[config.mk]
export PLATFORM = sky130hd
export DESIGN_NAME = mfp_bus_master
export DESIGN_NICKNAME = d
export VERILOG_FILES = /design/src/rtl/mfp_bus_master.sv
export SDC_FILE = /design/constraint.sdc
export NUM_CORES = 1
export LEC_CHECK = 0
export BUFFER_PORTS_ARGS = -buffer_cell sky130_fd_sc_hd__buf_4
export CAP_MARGIN = 15
export CORE_ASPECT_RATIO = 1.25
export CORE_MARGIN = 2
export CORE_UTILIZATION = 38
export DETAILED_ROUTE_END_ITERATION = 8
export GPL_ROUTABILITY_DRIVEN = 0
export HOLD_SLACK_MARGIN = 0.06
export PLACE_DENSITY = 0.65
export SLEW_MARGIN = 10
export SYNTH_ARGS = -nofsm -noshare
export SYNTH_HDL_FRONTEND = slang
export SYNTH_SLANG_ARGS = --single-unit
[constraint.sdc]
create_clock -name clk -period 1.88 [get_ports clk]
set_input_delay 0.282 -clock clk [delete_from_list [all_inputs] [get_ports clk]]
set_output_delay 0.282 -clock clk [all_outputs]
set_load 0.03 [all_outputs]
[src/rtl/mfp_bus_master.sv]
// Bus master for an MFP-style peripheral. It runs register accesses and interrupt-acknowledge
// cycles on a strobed bus, and every bus transition is paced by the clk_en tick.
module mfp_bus_master #(
  parameter int         TIMEOUT      = 15,
  parameter logic [7:0] SPURIOUS_VEC = 8'h18
) (
  input  logic       clk,
  input  logic       reset,
  input  logic       clk_en,
  input  logic       cmd_valid,
  output logic       cmd_ready,
  input  logic       cmd_we,
  input  logic [4:0] cmd_addr,
  input  logic [7:0] cmd_wdata,
  output logic       rsp_valid,
  output logic [7:0] rsp_rdata,
  output logic       rsp_err,
  input  logic       irq_in,
  input  logic       irq_enable,
  output logic       vec_valid,
  output logic [7:0] vec,
  output logic       vec_err,
  output logic       bus_sel,
  output logic       bus_iack,
  output logic       bus_ds,
  output logic       bus_rw,
  output logic [4:0] bus_addr,
  output logic [7:0] bus_dout,
  input  logic [7:0] bus_din,
  input  logic       bus_dtack
);

  localparam int TW = (TIMEOUT < 2) ? 1 : $clog2(TIMEOUT);
  localparam logic [TW-1:0] TCNT_LAST = TW'(TIMEOUT - 1);

  typedef enum logic [1:0] {IDLE, ACTIVE, RELEASE, HOLDOFF} state_t;

  state_t        state_q, state_d;
  logic [TW-1:0] tcnt_q, tcnt_d;
  logic          hcnt_q, hcnt_d;
  logic          iack_cyc_q, iack_cyc_d;
  logic          bus_sel_q, bus_sel_d;
  logic          bus_iack_q, bus_iack_d;
  logic          bus_ds_q, bus_ds_d;
  logic          bus_rw_q, bus_rw_d;
  logic [4:0]    bus_addr_q, bus_addr_d;
  logic [7:0]    bus_dout_q, bus_dout_d;
  logic          rsp_valid_q, rsp_valid_d;
  logic [7:0]    rsp_rdata_q, rsp_rdata_d;
  logic          rsp_err_q, rsp_err_d;
  logic          vec_valid_q, vec_valid_d;
  logic [7:0]    vec_q, vec_d;
  logic          vec_err_q, vec_err_d;

  assign bus_sel   = bus_sel_q;
  assign bus_iack  = bus_iack_q;
  assign bus_ds    = bus_ds_q;
  assign bus_rw    = bus_rw_q;
  assign bus_addr  = bus_addr_q;
  assign bus_dout  = bus_dout_q;
  assign rsp_valid = rsp_valid_q;
  assign rsp_rdata = rsp_rdata_q;
  assign rsp_err   = rsp_err_q;
  assign vec_valid = vec_valid_q;
  assign vec       = vec_q;
  assign vec_err   = vec_err_q;

  always_comb begin
    state_d     = state_q;
    tcnt_d      = tcnt_q;
    hcnt_d      = hcnt_q;
    iack_cyc_d  = iack_cyc_q;
    bus_sel_d   = bus_sel_q;
    bus_iack_d  = bus_iack_q;
    bus_ds_d    = bus_ds_q;
    bus_rw_d    = bus_rw_q;
    bus_addr_d  = bus_addr_q;
    bus_dout_d  = bus_dout_q;
    rsp_valid_d = 1'b0;
    rsp_rdata_d = rsp_rdata_q;
    rsp_err_d   = rsp_err_q;
    vec_valid_d = 1'b0;
    vec_d       = vec_q;
    vec_err_d   = vec_err_q;
    cmd_ready   = 1'b0;

    if (clk_en) begin
      case (state_q)
        IDLE: begin
          // The strobe goes out on the same tick as the select, so the cycle starts with the strobe active.
          if (irq_in && irq_enable) begin
            state_d    = ACTIVE;
            tcnt_d     = '0;
            iack_cyc_d = 1'b1;
            bus_iack_d = 1'b1;
            bus_ds_d   = 1'b0;
            bus_rw_d   = 1'b1;
          end else if (cmd_valid) begin
            cmd_ready  = !reset;
            state_d    = ACTIVE;
            tcnt_d     = '0;
            iack_cyc_d = 1'b0;
            bus_sel_d  = 1'b1;
            bus_ds_d   = 1'b0;
            bus_rw_d   = !cmd_we;
            bus_addr_d = cmd_addr;
            bus_dout_d = cmd_wdata;
          end
        end
        ACTIVE: begin
          if (bus_dtack || tcnt_q == TCNT_LAST) begin
            state_d    = RELEASE;
            tcnt_d     = '0;
            bus_sel_d  = 1'b0;
            bus_iack_d = 1'b0;
            bus_ds_d   = 1'b1;
            if (iack_cyc_q) begin
              vec_valid_d = 1'b1;
              vec_d       = bus_dtack ? bus_din : SPURIOUS_VEC;
              vec_err_d   = !bus_dtack;
            end else begin
              rsp_valid_d = 1'b1;
              rsp_rdata_d = (bus_dtack && bus_rw_q) ? bus_din : 8'h00;
              rsp_err_d   = !bus_dtack;
            end
          end else begin
            tcnt_d = tcnt_q + 1'b1;
          end
        end
        RELEASE: begin
          hcnt_d  = 1'b0;
          state_d = iack_cyc_q ? HOLDOFF : IDLE;
        end
        HOLDOFF: begin
          // Give the peripheral two ticks to drop irq_in before a new arbitration.
          if (hcnt_q) begin
            hcnt_d  = 1'b0;
            state_d = IDLE;
          end else begin
            hcnt_d = 1'b1;
          end
        end
        default: state_d = IDLE;
      endcase
    end
  end

  always_ff @(posedge clk) begin
    if (reset) begin
      state_q     <= IDLE;
      tcnt_q      <= '0;
      hcnt_q      <= 1'b0;
      iack_cyc_q  <= 1'b0;
      bus_sel_q   <= 1'b0;
      bus_iack_q  <= 1'b0;
      bus_ds_q    <= 1'b1;
      bus_rw_q    <= 1'b1;
      bus_addr_q  <= 5'h00;
      bus_dout_q  <= 8'h00;
      rsp_valid_q <= 1'b0;
      rsp_rdata_q <= 8'h00;
      rsp_err_q   <= 1'b0;
      vec_valid_q <= 1'b0;
      vec_q       <= 8'h00;
      vec_err_q   <= 1'b0;
    end else begin
      state_q     <= state_d;
      tcnt_q      <= tcnt_d;
      hcnt_q      <= hcnt_d;
      iack_cyc_q  <= iack_cyc_d;
      bus_sel_q   <= bus_sel_d;
      bus_iack_q  <= bus_iack_d;
      bus_ds_q    <= bus_ds_d;
      bus_rw_q    <= bus_rw_d;
      bus_addr_q  <= bus_addr_d;
      bus_dout_q  <= bus_dout_d;
      rsp_valid_q <= rsp_valid_d;
      rsp_rdata_q <= rsp_rdata_d;
      rsp_err_q   <= rsp_err_d;
      vec_valid_q <= vec_valid_d;
      vec_q       <= vec_d;
      vec_err_q   <= vec_err_d;
    end
  end

endmodule
==> flow_summary.toml, run 1 <==
[cts]
ctsHoldBuffers = 0
cts_root_buf = "clkbuf_8"
clock_path_buffers = 2
clkLatencyLatePin_ps = 310
cts.clk_slew.worst_paths_ps = 90
post_cts_buffers = 0
clock-sinks = 45
cts_tree = "done"
ctsResizeCount = 0
numCtsBuffers = 5
htreeDepth = 2

[floorplanning]
io_pins = 67
die_h_um = 85.33
rows = 29
initial_core_util_pct = 39.58
coreArea_mm2 = 0.005080
die_w_um = 69.06
dieArea_mm2 = 0.005893

[sta]
max_freq_mhz = 565.8
slew_headroom_pct = 69.48
setup_tns_ps = 0
finalCritPeriodShare_pct = 94.02
min_period_ps = 1768
finClkSkew_ps = 8.295
rsz0062_at_grt = "false"
worst_slew_pin_slew_ps = 457.8
hold_viol_final = 0
setup_viol = 0
slew_violations = 0

[synth]
synth_flop_cell = "dfxtp_1"
synthDistinctLibCells = 43
synth_nets = 251
yosys_warnings = 0
ys_seq_area_share_pct = 44.80
synth_edf_count = 0
syn_inst = 220
syn_area_mm2 = 0.002011
syn_avg_cell_area_um2 = 9.139
ys_seq_elements = 45
async_reset_ff_share_pct = 0

[worst_setup_path]
cp-end-kind = "primary output"
r2r-end = "vec[3]$_SDFFE_PP0P_"
r2r_start = "tcnt_q[0]$_SDFFE_PP0P_"
worst-setup-path-type = "reg2out"
crit_end = "cmd_ready"
cp.buffers_inverters = 1
r2r_slack_ps = 240
critPathArrivalTime_ps = 1490
r2r_cells = 5
crit_family = "simple AND/OR/NAND/NOR gates"
cp-start-kind = "register"
critPathMaxFanout = 9
path_cells = "and4bb_1 > and3_1 > buf_4"
crit_required_ps = 1600
critical_path_depth = 3
crit_start = "state_q[0]$_SDFFE_PP0P_"
cp_slowest_cell = "and4bb_1"
worst_path_largest_cell_delay_ps = 460

[drt]
firstDrtPassIters = 6
routed_wl_um = 4788
drc = 0
first_iter_violations = 61
post_drt_wl_per_cell_um = 13.76
viasPerCell = 5.121
ant_nets = 0
via_count = 1782

[cells_and_area]
antenna_cells = 0
layout_common_cells = "buf_4 (75), dfxtp_1 (45), nand2_1 (33), a21oi_1 (18), nand2b_1 (17)"
final_common_cell = "buf_4"
final_util_pct = 53.05
drive_gt1_share_pct = 30.42
area_growth_syn_to_layout_pct = 34.04
n_fill_cell = 524
final_nets = 316

[power_and_ir_drop]
p_int_mw = 1.645
power_switching_mw = 0.5376
power_frac_seq_pct = 45.8
switching_share_pct = 24.63
leakage_nw = 1.200
irDropWorstVdd_mv = 0.4067
power.share.clock_pct = 40.9
power.density_mw_per_mm2 = 809.7
power_frac_comb_pct = 13.3

[global_route]
grt_pass1_vias = 1724
gr-total-overflow = 0
antenna_found_initial = 0
grt_max_degree = 22
grt_pass1_wl_um = 7976
grt_usage_pct = 16.66

[run_status]
status = "finished, final reports clean"

[job]
drv_cap = 0

[placement]
io_buffers = 66
dp_hpwl_um = 3456

[worst_hold_path]
hold_class = "in2reg"
## worst min-delay path by stage
stage / startpoint / to / depth (start not counted)
2_1_floorplan: cmd_we / bus_rw$_SDFFE_PP1P_ / 1
5_1_grt: cmd_we / bus_rw$_SDFFE_PP1P_ / 2
6_report: cmd_we / bus_rw$_SDFFE_PP1P_ / 2
3_3_place_gp: rsp_rdata[0]$_SDFFE_PP0P_ / rsp_rdata[0]$_SDFFE_PP0P_ / 2
3_5_place_dp: rsp_rdata[3]$_SDFFE_PP0P_ / rsp_rdata[3]$_SDFFE_PP0P_ / 2
4_1_cts: cmd_we / bus_rw$_SDFFE_PP1P_ / 2
## Yosys cell counts, types with 4 or more instances
cell type | count | area, um2
a31oi_1 | 4 | 25.02
a31o_1 | 13 | 113.9
nand2b_1 | 17 | 106.4
dfxtp_1 | 45 | 900.9
nand2_1 | 33 | 123.9
clkbuf_1 | 8 | 30.03
inv_1 | 7 | 26.28
nand3_1 | 5 | 25.02
mux2i_1 | 15 | 150.1
nand4b_1 | 4 | 35.03
a21oi_1 | 18 | 90.09
## per-layer routing
layer	vias to the layer above	track usage, %	routed length (um)
li1	905	-	-
met4	0	6.952	80
met2	44	25.79	2258
met3	7	4.157	243
met1	826	22.16	2206
met5	-	0	0
## stage by stage
step                      power, mW  hold slack (ps)  setup WS [ps]  cell area [um2]  instances
after floorplan               1.193            387.8          372.1             2011        220
after global placement        1.315            451.0          257.3             2557        340
after detailed placement      1.316            454.2          226.1             2557        340
after CTS                     2.206            156.3          89.31             2695        348
after global routing          2.260            169.1          26.20             2695        348
final                         2.182            163.0          112.4             2695        348
## area by class of cell
type | instances | area, um2 | share of cell area, %
multi-input combinational | 150 | 985.9 | 36.58
clock inverter | 3 | 68.82 | 2.553
timing repair buffer | 75 | 563.0 | 20.89
sequential | 45 | 900.9 | 33.43
clock buffer | 5 | 68.82 | 2.553
tap | 62 | 77.57 | 2.878
inverter | 8 | 30.03 | 1.114
## flip-flops by register name, indices dropped and copies added (netlist names)
name        cells
bus_addr        5
bus_dout        8
bus_ds          1
bus_iack        1
bus_rw          1
bus_sel         1
hcnt_q          1
iack_cyc_q      1
rsp_err         1
rsp_rdata       8
rsp_valid       1
state_q         2
tcnt_q          4
vec             8
vec_err         1
vec_valid       1
## cell families (layout without fill, tap and decap cells)
group | after synthesis | after routing | share of synthesized area [%]
buffers and inverters | 25 | 91 | 6.161
adders and majority gates | 2 | 2 | 1.244
DFF | 45 | 45 | 44.80
muxes | 15 | 15 | 7.467
AOI/OAI and AO/OA | 52 | 52 | 18.05
and+or+nand+nor | 81 | 81 | 22.28
## power by group through the flow
| stage | clock (mW) | combinational, mW | sequential [mW] |
|---|---|---|---|
| 6_report | 0.892 | 0.290 | 1.00 |
| 4_1_cts | 0.911 | 0.294 | 1.00 |
| 5_1_grt | 0.940 | 0.315 | 1.01 |
| 3_5_place_dp | 0 | 0.293 | 1.02 |
| 3_3_place_gp | 0 | 0.292 | 1.02 |
| 2_1_floorplan | 0 | 0.129 | 1.06 |
Power figures use the tool's default switching activity.
==> run 2, diff against run 1 <==
MAX_ROUTING_LAYER = met4   (was not set)
==> run 2 against run 1 <==
Clock skew shrank 3.0 ps. Critical path type unchanged. Largest power group unchanged. First-iteration DRC count grew 4.9%. Final cell count is the same. Via count shrank 0.22%. Total power shrank 0.21%. Clock power shrank 0.6%.
==> flow_summary.toml, run 2 (synthesis gave the netlist of run 1 again) <==
[run_status]
status = "finished, final reports clean"

[drt]
drc = 0
firstDrtPassIters = 4
ant_nets = 0
first_iter_violations = 64
via_count = 1778
post_drt_wl_per_cell_um = 13.76
routed_wl_um = 4790
viasPerCell = 5.109

[worst_setup_path]
critPathArrivalTime_ps = 1490
cp-end-kind = "primary output"
cp-start-kind = "register"
worst-setup-path-type = "reg2out"
crit_required_ps = 1600
critPathMaxFanout = 9

[cts]
numCtsBuffers = 5
clkLatencyLatePin_ps = 300
clock_path_buffers = 2
ctsResizeCount = 0
post_cts_buffers = 0
ctsHoldBuffers = 0
cts_root_buf = "clkbuf_8"
htreeDepth = 2
clock-sinks = 45
cts.clk_slew.worst_paths_ps = 90
cts_tree = "done"

[floorplanning]
initial_core_util_pct = 39.58
die_h_um = 85.33
dieArea_mm2 = 0.005893
die_w_um = 69.06
rows = 29
coreArea_mm2 = 0.005080
io_pins = 67

[global_route]
grt_usage_pct = 17.18
antenna_found_initial = 0
grtUsageMet3_pct = 4.157
met2_usage_pct = 25.61
grt_max_degree = 22
grt_pass1_vias = 1726
use_met1_pct = 22.39
grt_pass1_wl_um = 7976
gr-total-overflow = 0
grt.busiest_layer = "met2"

[cells_and_area]
area_growth_syn_to_layout_pct = 34.04
antenna_cells = 0
final_common_cell = "buf_4"
layout_common_cells = "buf_4 (75), dfxtp_1 (45), nand2_1 (33), a21oi_1 (18), nand2b_1 (17)"
final_nets = 316
final_util_pct = 53.05
n_fill_cell = 524
drive_gt1_share_pct = 30.42
final_area_mm2 = 0.002695

[placement]
place_area_mm2 = 0.002557
dp_hpwl_um = 3456
io_buffers = 66
dp_slack_ps = 226.1

[sta]
setup_tns_ps = 0
min_period_ps = 1771
hold_viol_final = 0
rsz0062_at_grt = "false"
worst_slew_pin_slew_ps = 456.9
finalCritPeriodShare_pct = 94.19
setup_viol = 0
finClkSkew_ps = 5.324
max_freq_mhz = 564.7
slew_headroom_pct = 69.54
slew_violations = 0
finalWorstSetupSlack_ps = 109.2

[worst_hold_path]
hold_class = "in2reg"

[job]
drv_cap = 0

[power_and_ir_drop]
power.density_mw_per_mm2 = 808.0
leakage_nw = 1.200
irDropWorstVdd_mv = 0.4070
[run 2: cell counts in the layout (fill, tap and decap cells not counted)]
Identical to the previous run, type by type.
[run 2: per-stage QoR]
step	std cells	power [mW]	hold slack (ps)
floorplan	220	1.193	387.8
global placement	340	1.315	451.0
detailed placement	340	1.316	454.2
CTS	348	2.206	156.3
global route	348	2.258	169.1
finish	348	2.178	163.7
[run 2: final cells by class]
type                    count  area (um2)  area share, %
flip-flops and latches     45       900.9          33.43
repair buffers             75       563.0          20.89
clock buffers               5       68.82          2.553
multi-input cells         150       985.9          36.58
well taps                  62       77.57          2.878
clock inverters             3       68.82          2.553
inverters                   8       30.03          1.114
[run 2: critical path: stages (launching register included)]
cell and delay, ps:
dfxtp_1 360, and4bb_1 460, and3_1 210, buf_4 160
[run 2: layer usage]
metal | up-vias | part of all wire [%]
li1 | 904 | -
met1 | 822 | 46
met2 | 46 | 47
met3 | 6 | 5.2
met4 | 0 | 1.6
met5 | - | 0
[run 2: final timing paths]
check | slack, ps | cells past startpoint | end | from
max | 110 | 3 | cmd_ready | state_q[0]$_SDFFE_PP0P_
min | 160 | 2 | bus_rw$_SDFFE_PP1P_ | cmd_we
max reg2reg | 240 | 5 | vec[3]$_SDFFE_PP0P_ | tcnt_q[0]$_SDFFE_PP0P_
min reg2reg | 460 | 2 | rsp_rdata[3]$_SDFFE_PP0P_ | rsp_rdata[3]$_SDFFE_PP0P_
[run 2: power breakdown]
group / switching, mW / internal, mW
Clock: 0.352 / 0.535
Combinational: 0.162 / 0.129
Sequential: 0.0198 / 0.981
Total: 0.533 / 1.64
==> run 3, diff against run 2 <==
clock period = 1.91 ns   (was 1.88 ns; I/O delays follow)
==> run 3 against run 2 <==
Die area is the same. Routed wire length shrank 2.0%. Clock power shrank 3.6%. Final cell count shrank 0.57%. Register-to-register slack gained 20 ps. Worst hold slack gained 11 ps. Critical endpoint unchanged. Count of clock-buffer cells in the layout is the same. Core utilization shrank 0.27 points.
==> flow_summary.toml, run 3 (synthesis gave the netlist of run 1 again) <==
[floorplanning]
die_h_um = 85.33
rows = 29
die_w_um = 69.06
dieArea_mm2 = 0.005893
initial_core_util_pct = 39.58
io_pins = 67
coreArea_mm2 = 0.005080

[global_route]
grt_pass1_vias = 1664
gr-total-overflow = 0
grt.busiest_layer = "met2"
met2_usage_pct = 25.61
grt_pass1_wl_um = 7755
grtUsageMet3_pct = 4.157
grt_usage_pct = 16.63
use_met1_pct = 21.22
grt_max_degree = 29
antenna_found_initial = 0

[sta]
finalCritPeriodShare_pct = 91.17
max_freq_mhz = 574.2
setup_tns_ps = 0
rsz0062_at_grt = "false"
setup_viol = 0
slew_headroom_pct = 67.81
worst_slew_pin_slew_ps = 482.9
hold_viol_final = 0
min_period_ps = 1741
finClkSkew_ps = 8.705
slew_violations = 0

[cts]
ctsHoldBuffers = 0
clock-sinks = 45
cts.clk_slew.worst_paths_ps = 80
cts_root_buf = "clkbuf_8"
clock_path_buffers = 2
ctsResizeCount = 0
post_cts_buffers = 0
numCtsBuffers = 5
cts_tree = "done"
clkLatencyLatePin_ps = 300
htreeDepth = 2

[cells_and_area]
final_nets = 314
final_util_pct = 52.78
final_common_cell = "buf_4"
antenna_cells = 0
drive_gt1_share_pct = 30.63
layout_common_cells = "buf_4 (73), dfxtp_1 (44), nand2_1 (33), a21oi_1 (18), nand2b_1 (17)"
area_growth_syn_to_layout_pct = 33.35

[worst_setup_path]
r2r_slack_ps = 260
r2r_cells = 5
cp-end-kind = "primary output"
crit_required_ps = 1620
crit_start = "state_q[1]$_SDFFE_PP0P_"
r2r_start = "tcnt_q[0]$_SDFFE_PP0P_"
critPathMaxFanout = 13
cp-start-kind = "register"
crit_end = "cmd_ready"
r2r-end = "vec[4]$_SDFFE_PP0P_"
worst-setup-path-type = "reg2out"
critPathArrivalTime_ps = 1450

[drt]
drc = 0
routed_wl_um = 4696
post_drt_wl_per_cell_um = 13.57
first_iter_violations = 59
ant_nets = 0
firstDrtPassIters = 4
via_count = 1795
viasPerCell = 5.188

[placement]
dp_hpwl_um = 3343
io_buffers = 66

[power_and_ir_drop]
irDropWorstVdd_mv = 0.4318
leakage_nw = 1.188
power.density_mw_per_mm2 = 791.5

[job]
drv_cap = 0

[run_status]
status = "finished, final reports clean"

[worst_hold_path]
hold_class = "in2reg"
==> run 3: cell types whose count changed in the layout (fill, tap and decap cells not counted) <==
cell      before  now
buf_4         75   73
and4bb_1       1    0
and4bb_2       0    1
dfxtp_1       45   44
dfxtp_2        0    1
==> run 3: worst min-delay path by stage <==
stage                                    startpoint                         to  slack, ps  cells after the start
after detailed placement  rsp_rdata[1]$_SDFFE_PP0P_  rsp_rdata[1]$_SDFFE_PP0P_        450                      2
after CTS                                    cmd_we        bus_rw$_SDFFE_PP1P_        160                      2
final                                        cmd_we        bus_rw$_SDFFE_PP1P_        170                      2
after global placement    rsp_rdata[0]$_SDFFE_PP0P_  rsp_rdata[0]$_SDFFE_PP0P_        450                      2
after global routing                         cmd_we        bus_rw$_SDFFE_PP1P_        170                      2
after floorplan                              cmd_we        bus_rw$_SDFFE_PP1P_        390                      1
==> run 3: report_power, final <==
group / leakage, nW / switching [mW] / total (mW) / internal (mW)
sequential: 0.365 / 0.0217 / 0.987 / 0.965
combinational: 0.754 / 0.156 / 0.281 / 0.125
clock: 0.0687 / 0.328 / 0.855 / 0.526
total: 1.19 / 0.506 / 2.12 / 1.62
==> run 3: layout make-up <==
| class | count | area (um2) |
|---|---|---|
| clock buffer | 5 | 68.82 |
| timing repair buffer | 73 | 548.0 |
| clock inverter | 3 | 68.82 |
| multi-input combinational | 150 | 985.9 |
| sequential | 45 | 902.1 |
| tap | 62 | 77.57 |
| fill | 510 | 2399 |
| inverter | 8 | 30.03 |
==> run 3: metal layers <==
layer | part of all wire, % | vias up
li1 | - | 909
met1 | 47 | 839
met2 | 47 | 40
met3 | 4.9 | 7
met4 | 1.5 | 0
met5 | 0 | -
==> run 3: metrics by stage <==
stage	setup slack [ps]	cell area, um2	total power, mW	hold WS (ps)	cells
5_1_grt	112.1	2681	2.214	171.7	346
3_3_place_gp	297.2	2542	1.289	450.6	338
3_5_place_dp	265.7	2542	1.291	453.7	338
6_report	168.6	2681	2.122	174.7	346
4_1_cts	25.62	2680	2.149	164.8	346
2_1_floorplan	402.1	2011	1.174	392.3	220
==> run 3: worst max-delay path, cell delays in order, from the launching register on <==
cell      delay, ps
dfxtp_2         380
and4bb_2        430
and3_1          200
buf_4           160
